<file path="config.mk">
export PLATFORM = sky130hd
export DESIGN_NAME = mem_access_unit_flat
export DESIGN_NICKNAME = d
export VERILOG_FILES = /design/src/rtl/mem_access_unit_if.sv /design/src/rtl/mem_access_unit.sv /design/src/flat_wrapper.sv
export SDC_FILE = /design/constraint.sdc
export NUM_CORES = 1
export LEC_CHECK = 0
export CORE_MARGIN = 2
export CORE_UTILIZATION = 51
export CTS_CLUSTER_SIZE = 20
export DETAILED_ROUTE_END_ITERATION = 16
export PLACE_DENSITY = 0.89
export SLEW_MARGIN = 40
export SYNTH_ARGS = -nofsm -noshare
export SYNTH_HDL_FRONTEND = slang
export SYNTH_SLANG_ARGS = --single-unit
</file>
<file path="constraint.sdc">
create_clock -name clk -period 5.6 [get_ports clk]
set_input_delay 1.68 -clock clk [delete_from_list [all_inputs] [get_ports clk]]
set_output_delay 1.68 -clock clk [all_outputs]
set_load 0.02 [all_outputs]
</file>
<file path="src/rtl/mem_access_unit_if.sv">
// Handshake bundle between the core, the mem_access_unit and the memory bus.
//   req_*  : core request channel (valid/ready)
//   rsp_*  : one-cycle completion pulse back to the core
//   bus_*  : beat channel to memory (valid/ready, NB-aligned beats)
// Modports:
//   slave  : the load/store unit's view
//   master : the environment's view (core + memory model)
interface mem_access_unit_if #(
  parameter int unsigned DATA_W = 32,
  parameter int unsigned ADDR_W = 32
);
  localparam int unsigned NB = DATA_W / 8;

  logic              req_valid;
  logic              req_ready;
  logic              req_we;
  logic [1:0]        req_size;
  logic              req_unsigned;
  logic [ADDR_W-1:0] req_addr;
  logic [DATA_W-1:0] req_wdata;

  logic              rsp_valid;
  logic [DATA_W-1:0] rsp_rdata;
  logic              rsp_err;

  logic              bus_valid;
  logic              bus_ready;
  logic              bus_we;
  logic [ADDR_W-1:0] bus_addr;
  logic [NB-1:0]     bus_be;
  logic [DATA_W-1:0] bus_wdata;
  logic [DATA_W-1:0] bus_rdata;

  modport slave (
    input  req_valid, req_we, req_size, req_unsigned, req_addr, req_wdata,
    output req_ready,
    output rsp_valid, rsp_rdata, rsp_err,
    output bus_valid, bus_we, bus_addr, bus_be, bus_wdata,
    input  bus_ready, bus_rdata
  );

  modport master (
    output req_valid, req_we, req_size, req_unsigned, req_addr, req_wdata,
    input  req_ready,
    input  rsp_valid, rsp_rdata, rsp_err,
    input  bus_valid, bus_we, bus_addr, bus_be, bus_wdata,
    output bus_ready, bus_rdata
  );
endinterface

</file>
<file path="src/rtl/mem_access_unit.sv">
// Load/store unit between the multi-cycle core and the memory bus.
// One request at a time: classify, run one bus beat (two when a misaligned access crosses an
// NB-byte boundary), then pulse a response carrying extended load data or an error.
// Ports:
//   clk   : rising-edge clock
//   reset : asynchronous, active-low reset
//   mau   : mem_access_unit_if.slave (req_*, rsp_*, bus_* signal groups)
// Parameters: DATA_W (32 or 64), ADDR_W (>= 3). NB = DATA_W/8 is derived.
// Build option: define MAU_MISALIGN_SPLIT_EN to perform misaligned legal-size accesses as two
// beats; without it every misaligned access is rejected with rsp_err and no bus activity.
module mem_access_unit #(
  parameter int unsigned DATA_W = 32,
  parameter int unsigned ADDR_W = 32
) (
  input logic              clk,
  input logic              reset,
  mem_access_unit_if.slave mau
);
  localparam int unsigned NB   = DATA_W / 8;
  localparam int unsigned OffW = $clog2(NB);

`ifdef MAU_MISALIGN_SPLIT_EN
  localparam bit SplitEn = 1'b1;
`else
  localparam bit SplitEn = 1'b0;
`endif

  typedef enum logic [1:0] {StIdle, StBeat0, StBeat1, StResp} state_e;
  state_e state_q, state_d;

  logic              we_q, uns_q, err_q, cross_q;
  logic [1:0]        size_q;
  logic [OffW-1:0]   off_q;
  logic [ADDR_W-1:0] base_q;
  logic [DATA_W-1:0] wdata_q, rdata_q, rd0_q;

  // Request classification
  logic [3:0]      req_bytes;
  logic [2:0]      req_mask;
  logic [OffW-1:0] req_off;
  logic            req_illegal, req_misaligned, req_cross, req_err, req_accept;

  assign req_bytes      = 4'd1 << mau.req_size;
  assign req_mask       = 3'(req_bytes - 4'd1);
  assign req_off        = mau.req_addr[OffW-1:0];
  assign req_illegal    = 32'(req_bytes) > NB;
  assign req_misaligned = (mau.req_addr[2:0] & req_mask) != 3'd0;
  assign req_cross      = (32'(req_off) + 32'(req_bytes)) > NB;
  assign req_err        = req_illegal | (req_misaligned & ~SplitEn);
  assign req_accept     = (state_q == StIdle) & mau.req_valid;

  logic bus_active, beat1, fire, last_beat;
  assign bus_active = (state_q == StBeat0) | (state_q == StBeat1);
  assign beat1      = (state_q == StBeat1);
  // bus_ready while no beat is pending has no effect
  assign fire       = bus_active & mau.bus_ready;
  assign last_beat  = beat1 | ~cross_q;

  always_comb begin
    state_d = state_q;
    unique case (state_q)
      StIdle:  if (mau.req_valid) state_d = req_err ? StResp : StBeat0;
      StBeat0: if (fire) state_d = cross_q ? StBeat1 : StResp;
      StBeat1: if (fire) state_d = StResp;
      StResp:  state_d = StIdle;
      default: state_d = StIdle;
    endcase
  end

  always_ff @(posedge clk or negedge reset) begin
    if (!reset) state_q <= StIdle;
    else        state_q <= state_d;
  end

  // Lane steering: both halves of the double-width vectors are used when a split access
  // spills into the following beat.
  logic [3:0]          bytes_q;
  logic [2*NB-1:0]     be_wide;
  logic [DATA_W-1:0]   keep_mask;
  logic [2*DATA_W-1:0] wd_wide, rd_wide;
  logic [DATA_W-1:0]   rd_raw, load_ext;
  logic                sign_bit;

  always_comb begin
    bytes_q   = 4'd1 << size_q;
    be_wide   = (2*NB)'((16'd1 << bytes_q) - 16'd1) << off_q;
    // Zero for shift amounts >= DATA_W, so a full-width access keeps every bit
    keep_mask = ~({DATA_W{1'b1}} << {bytes_q, 3'b000});
    wd_wide   = {{DATA_W{1'b0}}, wdata_q & keep_mask} << {off_q, 3'b000};
    rd_wide   = beat1 ? {mau.bus_rdata, rd0_q} : {{DATA_W{1'b0}}, mau.bus_rdata};
    rd_raw    = DATA_W'(rd_wide >> {off_q, 3'b000});
    unique case (size_q)
      2'd0:    sign_bit = rd_raw[7];
      2'd1:    sign_bit = rd_raw[15];
      2'd2:    sign_bit = rd_raw[31];
      default: sign_bit = rd_raw[DATA_W-1];
    endcase
    load_ext = (rd_raw & keep_mask) | ({DATA_W{~uns_q & sign_bit}} & ~keep_mask);
  end

  always_ff @(posedge clk or negedge reset) begin
    if (!reset) begin
      we_q    <= 1'b0;
      uns_q   <= 1'b0;
      err_q   <= 1'b0;
      cross_q <= 1'b0;
      size_q  <= 2'd0;
      off_q   <= '0;
      base_q  <= '0;
      wdata_q <= '0;
      rdata_q <= '0;
      rd0_q   <= '0;
    end else begin
      if (req_accept) begin
        we_q    <= mau.req_we;
        uns_q   <= mau.req_unsigned;
        err_q   <= req_err;
        cross_q <= req_cross & SplitEn;
        size_q  <= mau.req_size;
        off_q   <= req_off;
        base_q  <= {mau.req_addr[ADDR_W-1:OffW], {OffW{1'b0}}};
        wdata_q <= mau.req_wdata;
        rdata_q <= '0;
      end
      if (fire && !beat1 && cross_q) rd0_q <= mau.bus_rdata;
      if (fire && last_beat) rdata_q <= we_q ? '0 : load_ext;
    end
  end

  assign mau.req_ready = (state_q == StIdle);
  assign mau.rsp_valid = (state_q == StResp);
  assign mau.rsp_err   = mau.rsp_valid & err_q;
  assign mau.rsp_rdata = mau.rsp_valid ? rdata_q : '0;

  // Beat outputs are forced to 0 outside a beat so reset and idle present a quiet bus
  assign mau.bus_valid = bus_active;
  assign mau.bus_we    = bus_active & we_q;
  assign mau.bus_addr  = !bus_active ? '0 : (beat1 ? base_q + ADDR_W'(NB) : base_q);
  assign mau.bus_be    = !bus_active ? '0 : (beat1 ? be_wide[2*NB-1:NB] : be_wide[NB-1:0]);
  assign mau.bus_wdata = !(bus_active && we_q) ? '0 :
                         (beat1 ? wd_wide[2*DATA_W-1:DATA_W] : wd_wide[DATA_W-1:0]);
endmodule

</file>
<file path="src/flat_wrapper.sv">
// flat-port wrapper written by rule: the top's interface ports become plain ports
module mem_access_unit_flat 
#(
  parameter int unsigned DATA_W = 32,
  parameter int unsigned ADDR_W = 32
)
  (clk, reset, mau_req_valid, mau_req_we, mau_req_size, mau_req_unsigned, mau_req_addr, mau_req_wdata, mau_req_ready, mau_rsp_valid, mau_rsp_rdata, mau_rsp_err, mau_bus_valid, mau_bus_we, mau_bus_addr, mau_bus_be, mau_bus_wdata, mau_bus_ready, mau_bus_rdata);
  mem_access_unit_if #(.DATA_W(DATA_W), .ADDR_W(ADDR_W)) mau_i ();
  input logic clk;
  input logic reset;
  input wire logic [$bits(mau_i.req_valid)-1:0] mau_req_valid;
  input wire logic [$bits(mau_i.req_we)-1:0] mau_req_we;
  input wire logic [$bits(mau_i.req_size)-1:0] mau_req_size;
  input wire logic [$bits(mau_i.req_unsigned)-1:0] mau_req_unsigned;
  input wire logic [$bits(mau_i.req_addr)-1:0] mau_req_addr;
  input wire logic [$bits(mau_i.req_wdata)-1:0] mau_req_wdata;
  output wire logic [$bits(mau_i.req_ready)-1:0] mau_req_ready;
  output wire logic [$bits(mau_i.rsp_valid)-1:0] mau_rsp_valid;
  output wire logic [$bits(mau_i.rsp_rdata)-1:0] mau_rsp_rdata;
  output wire logic [$bits(mau_i.rsp_err)-1:0] mau_rsp_err;
  output wire logic [$bits(mau_i.bus_valid)-1:0] mau_bus_valid;
  output wire logic [$bits(mau_i.bus_we)-1:0] mau_bus_we;
  output wire logic [$bits(mau_i.bus_addr)-1:0] mau_bus_addr;
  output wire logic [$bits(mau_i.bus_be)-1:0] mau_bus_be;
  output wire logic [$bits(mau_i.bus_wdata)-1:0] mau_bus_wdata;
  input wire logic [$bits(mau_i.bus_ready)-1:0] mau_bus_ready;
  input wire logic [$bits(mau_i.bus_rdata)-1:0] mau_bus_rdata;
  assign mau_i.req_valid = mau_req_valid;
  assign mau_i.req_we = mau_req_we;
  assign mau_i.req_size = mau_req_size;
  assign mau_i.req_unsigned = mau_req_unsigned;
  assign mau_i.req_addr = mau_req_addr;
  assign mau_i.req_wdata = mau_req_wdata;
  assign mau_req_ready = mau_i.req_ready;
  assign mau_rsp_valid = mau_i.rsp_valid;
  assign mau_rsp_rdata = mau_i.rsp_rdata;
  assign mau_rsp_err = mau_i.rsp_err;
  assign mau_bus_valid = mau_i.bus_valid;
  assign mau_bus_we = mau_i.bus_we;
  assign mau_bus_addr = mau_i.bus_addr;
  assign mau_bus_be = mau_i.bus_be;
  assign mau_bus_wdata = mau_i.bus_wdata;
  assign mau_i.bus_ready = mau_bus_ready;
  assign mau_i.bus_rdata = mau_bus_rdata;
  mem_access_unit #(.DATA_W(DATA_W), .ADDR_W(ADDR_W)) u_core (.clk(clk), .reset(reset), .mau(mau_i));
endmodule
</file>
==> run_results.csv <==
group,metric,value,unit
logic_synthesis,synth_edf_count,0,
setup_path,cp-end-kind,"output port",
global_route,antenna_found_initial,1,
clock_tree,htree_num_levels,3,
detailed_routing,num_vias,6646,
placement,place_area,8830,um2
timing,worst_slew_pin_slew,0.752,ns
logic_synthesis,ys_seq_area_share,38.3,%
timing,fin_crit_sh,93.5,%
logic_synthesis,synth.top_cells.by_count,"103 x dfrtp_1, 76 x mux2_2, 60 x nand2_1",
clock_tree,cts_tree,"built",
clock_tree,hold_buffers,0,
global_route,grt.busiest_layer,"met2",
worst_hold_path,hold_class,"flop to flop",
pwr,peakVddDrop,324,uV
detailed_routing,first_pass_iters,6,
pwr,pwr-share-clk,11.0,%
logic_synthesis,synthArstFlopShare,100,%
pwr,power_frac_comb,62.1,%
logic_synthesis,ys_ff_latch,103,
setup_path,arrival,3.56,ns
detailed_routing,via_per_inst,6.27,
logic_synthesis,synthCells,716,
clock_tree,post_cts_buffers,0,
clock_tree,clkLatencyLatePin,0.35,ns
floorplanning,die_w,119,um
logic_synthesis,synth_area_leaders,"dfrtp_1 38%, mux2_2 13%, a22oi_1 3.5%",
timing,relSlewSlack,49.7,%
logic_synthesis,synthFlopType,"dfrtp_1",
timing,max_freq,191,MHz
timing,clock-skew-final,0.00383,ns
global_route,grt_use_met1,39.5,%
placement,place_congestion,0.931,
clock_tree,clkSinkCount,103,
global_route,met3_usage,6.42,%
timing,period_minus_slack,5.24,ns
placement,place.detailed.hpwl,14.8,mm
finish,nNetsFinal,993,
floorplanning,fp.dieH,119,um
global_route,grt_overflow,0,
global_route,grt_pass1_vias,6240,
setup_path,cp_max_fo,17,
clock_tree,path_clk_slew,0.07,ns
timing,rsz0062_at_grt,"false",
floorplanning,dieArea,14100,um2
setup_path,worstRegToRegCells,7,
logic_synthesis,yosys.area.top_type,"dfrtp_1",
run_status,outcome,"complete, no violations",
pwr,intPower,2.91,mW
logic_synthesis,synth.most_common_cell,"dfrtp_1",
global_route,grt_util_all_layers,29.5,%
pwr,seq_power_share,26.9,%
logic_synthesis,synth_cell_types,58,
detailed_routing,drt_drc_violations_left,0,
clock_tree,ctsResizeCount,0,
global_route,grt_max_degree,75,
timing,setup_tns,0,ns
logic_synthesis,yosys_warnings,0,
worst_hold_path,whs_path_depth,2,
setup_path,crit_type,"flop to output port",
detailed_routing,wl_per_cell,19.9,um
logic_synthesis,yosys.area.top_type_share,38.3,%
finish,stdcell_area,9110,um2
detailed_routing,drt_iter0_markers,724,
pwr,p_sw_share,46.8,%
pwr,power_density,602,nW/um2
global_route,use_met2,45.8,%
detailed_routing,postRouteAntennaNets,0,
pwr,p_leak,3.58,nW
setup_path,critPathLaunchType,"flop",
finish,syn_to_final_growth,35.2,%
timing,hold_viol,0,
placement,place_ws,0.754,ns
clock_tree,cts.path.max_buffers,2,
floorplanning,core.rowCount,41,
floorplanning,core,12800,um2
logic_synthesis,avgSynthCellArea,9.40,um2
placement,io_buffers,206,
logic_synthesis,synth_area,6730,um2
timing,postLayoutSetupSlackWorst,0.362,ns
pwr,power_switching,2.56,mW
timing,setup_viol,0,
clock_tree,clock-root-buffer,"clkbuf_16",
job,drv_cap,0,
setup_path,required,3.92,ns
timing,slew_viol_final,0,
floorplanning,ios,209,
global_route,grt_pass1_wl,33.2,mm
detailed_routing,wirelength,21.1,mm
finish,drive_gt1_share,13.5,%
clock_tree,cts_made_buffers,9,
floorplanning,start_util,52.7,%
## cells by family after synthesis
| logic type | Yosys count | share of synthesized area, % |
|---|---|---|
| AND/OR/NAND/NOR | 215 | 16.4 |
| XOR/XNOR | 9 | 1.17 |
| buffers and inverters | 76 | 4.89 |
| adder cells (fa/ha/maj) | 7 | 1.30 |
| flip-flops | 103 | 38.3 |
| multiplexers | 99 | 16.1 |
| other | 1 | 0.0557 |
| AO/OA/AOI/OAI | 206 | 21.8 |
## registers in the layout (all words and copies together), names as in the netlist, 2 cells and up
register / flops
u_core.rdata_q: 32
u_core.wdata_q: 32
u_core.size_q: 2
u_core.off_q: 2
u_core.state_q: 2
u_core.base_q: 30
## worst max-delay path, stage by stage (launching register included)
cell and delay [ns]:
dfrtp_1 0.42, inv_1 0.13, ha_1 0.47, nand3_2 0.18, nand4b_1 0.61, or4_1 0.60, a21oi_1 0.16, clkdlybuf4s50_1 0.63
## per-layer routing
| layer | routed length [um] | share of wire, % | vias to the layer above |
|---|---|---|---|
| met2 | 9620 | 46 | 439 |
| met5 | 0 | 0 | - |
| met3 | 2180 | 10 | 63 |
| met4 | 857 | 4.1 | 0 |
| met1 | 8400 | 40 | 3150 |
| li1 | - | - | 2994 |
## worst paths after layout
kind | startpoint | slack, ns | endpoint
setup / recovery | u_core.state_q[0] | 0.36 | mau_bus_addr[29]
hold / removal | u_core.rdata_q[3] | 0.49 | u_core.rdata_q[3]
setup reg to reg | u_core.state_q[0] | 2.81 | u_core.rdata_q[30]
hold reg to reg | u_core.rdata_q[3] | 0.49 | u_core.rdata_q[3]
max in group asynchronous | reset | 3.35 | u_core.off_q[0]
min in group asynchronous | reset | 1.33 | u_core.base_q[16]
## final cells by class
class	instances	area (um2)
fill	964	3670
clock inverter	5	32.5
timing repair buffer	217	2150
antenna	1	2.50
inverter	13	48.8
sequential	103	2580
clock buffer	11	243
tap	172	215
multi-input combinational	538	3840
## cells in the final DEF (no fill, tap or decap), drive strengths merged, types with 6 or more instances in the layout
cell type      count
ha                 7
nand3             10
a221o              6
o221ai            11
a22oi             31
o31ai             13
nor2              55
inv               13
dfrtp            103
mux2i             23
and2              38
a221oi             9
a22o              23
o21ai             35
o22a               7
a32o               8
o211ai             8
nand2             60
a21oi             39
or4               14
a211oi             9
mux2              76
clkbuf            11
clkdlybuf4s50    205
buf               12
## power groups by stage
stage	clock network, mW	registers (mW)	logic, mW
3_5_place_dp	0	1.47	3.37
6_report	0.605	1.47	3.40
3_3_place_gp	0	1.44	3.32
5_1_grt	0.638	1.51	3.66
4_1_cts	0.613	1.45	3.38
2_1_floorplan	0	1.31	2.29
## metrics by stage
stage / hold slack, ns / utilization (%) / power, mW / std cells
6_report: 0.488 / 71.3 / 5.48 / 1060
4_1_cts: 0.487 / 71.3 / 5.45 / 1059
2_1_floorplan: 0.442 / - / 3.60 / 717
5_1_grt: 0.510 / 71.3 / 5.81 / 1060
3_5_place_dp: 0.471 / 69.1 / 4.84 / 1043
3_3_place_gp: 0.458 / 69.0 / 4.76 / 1043
(Power assumes the default switching activity.)
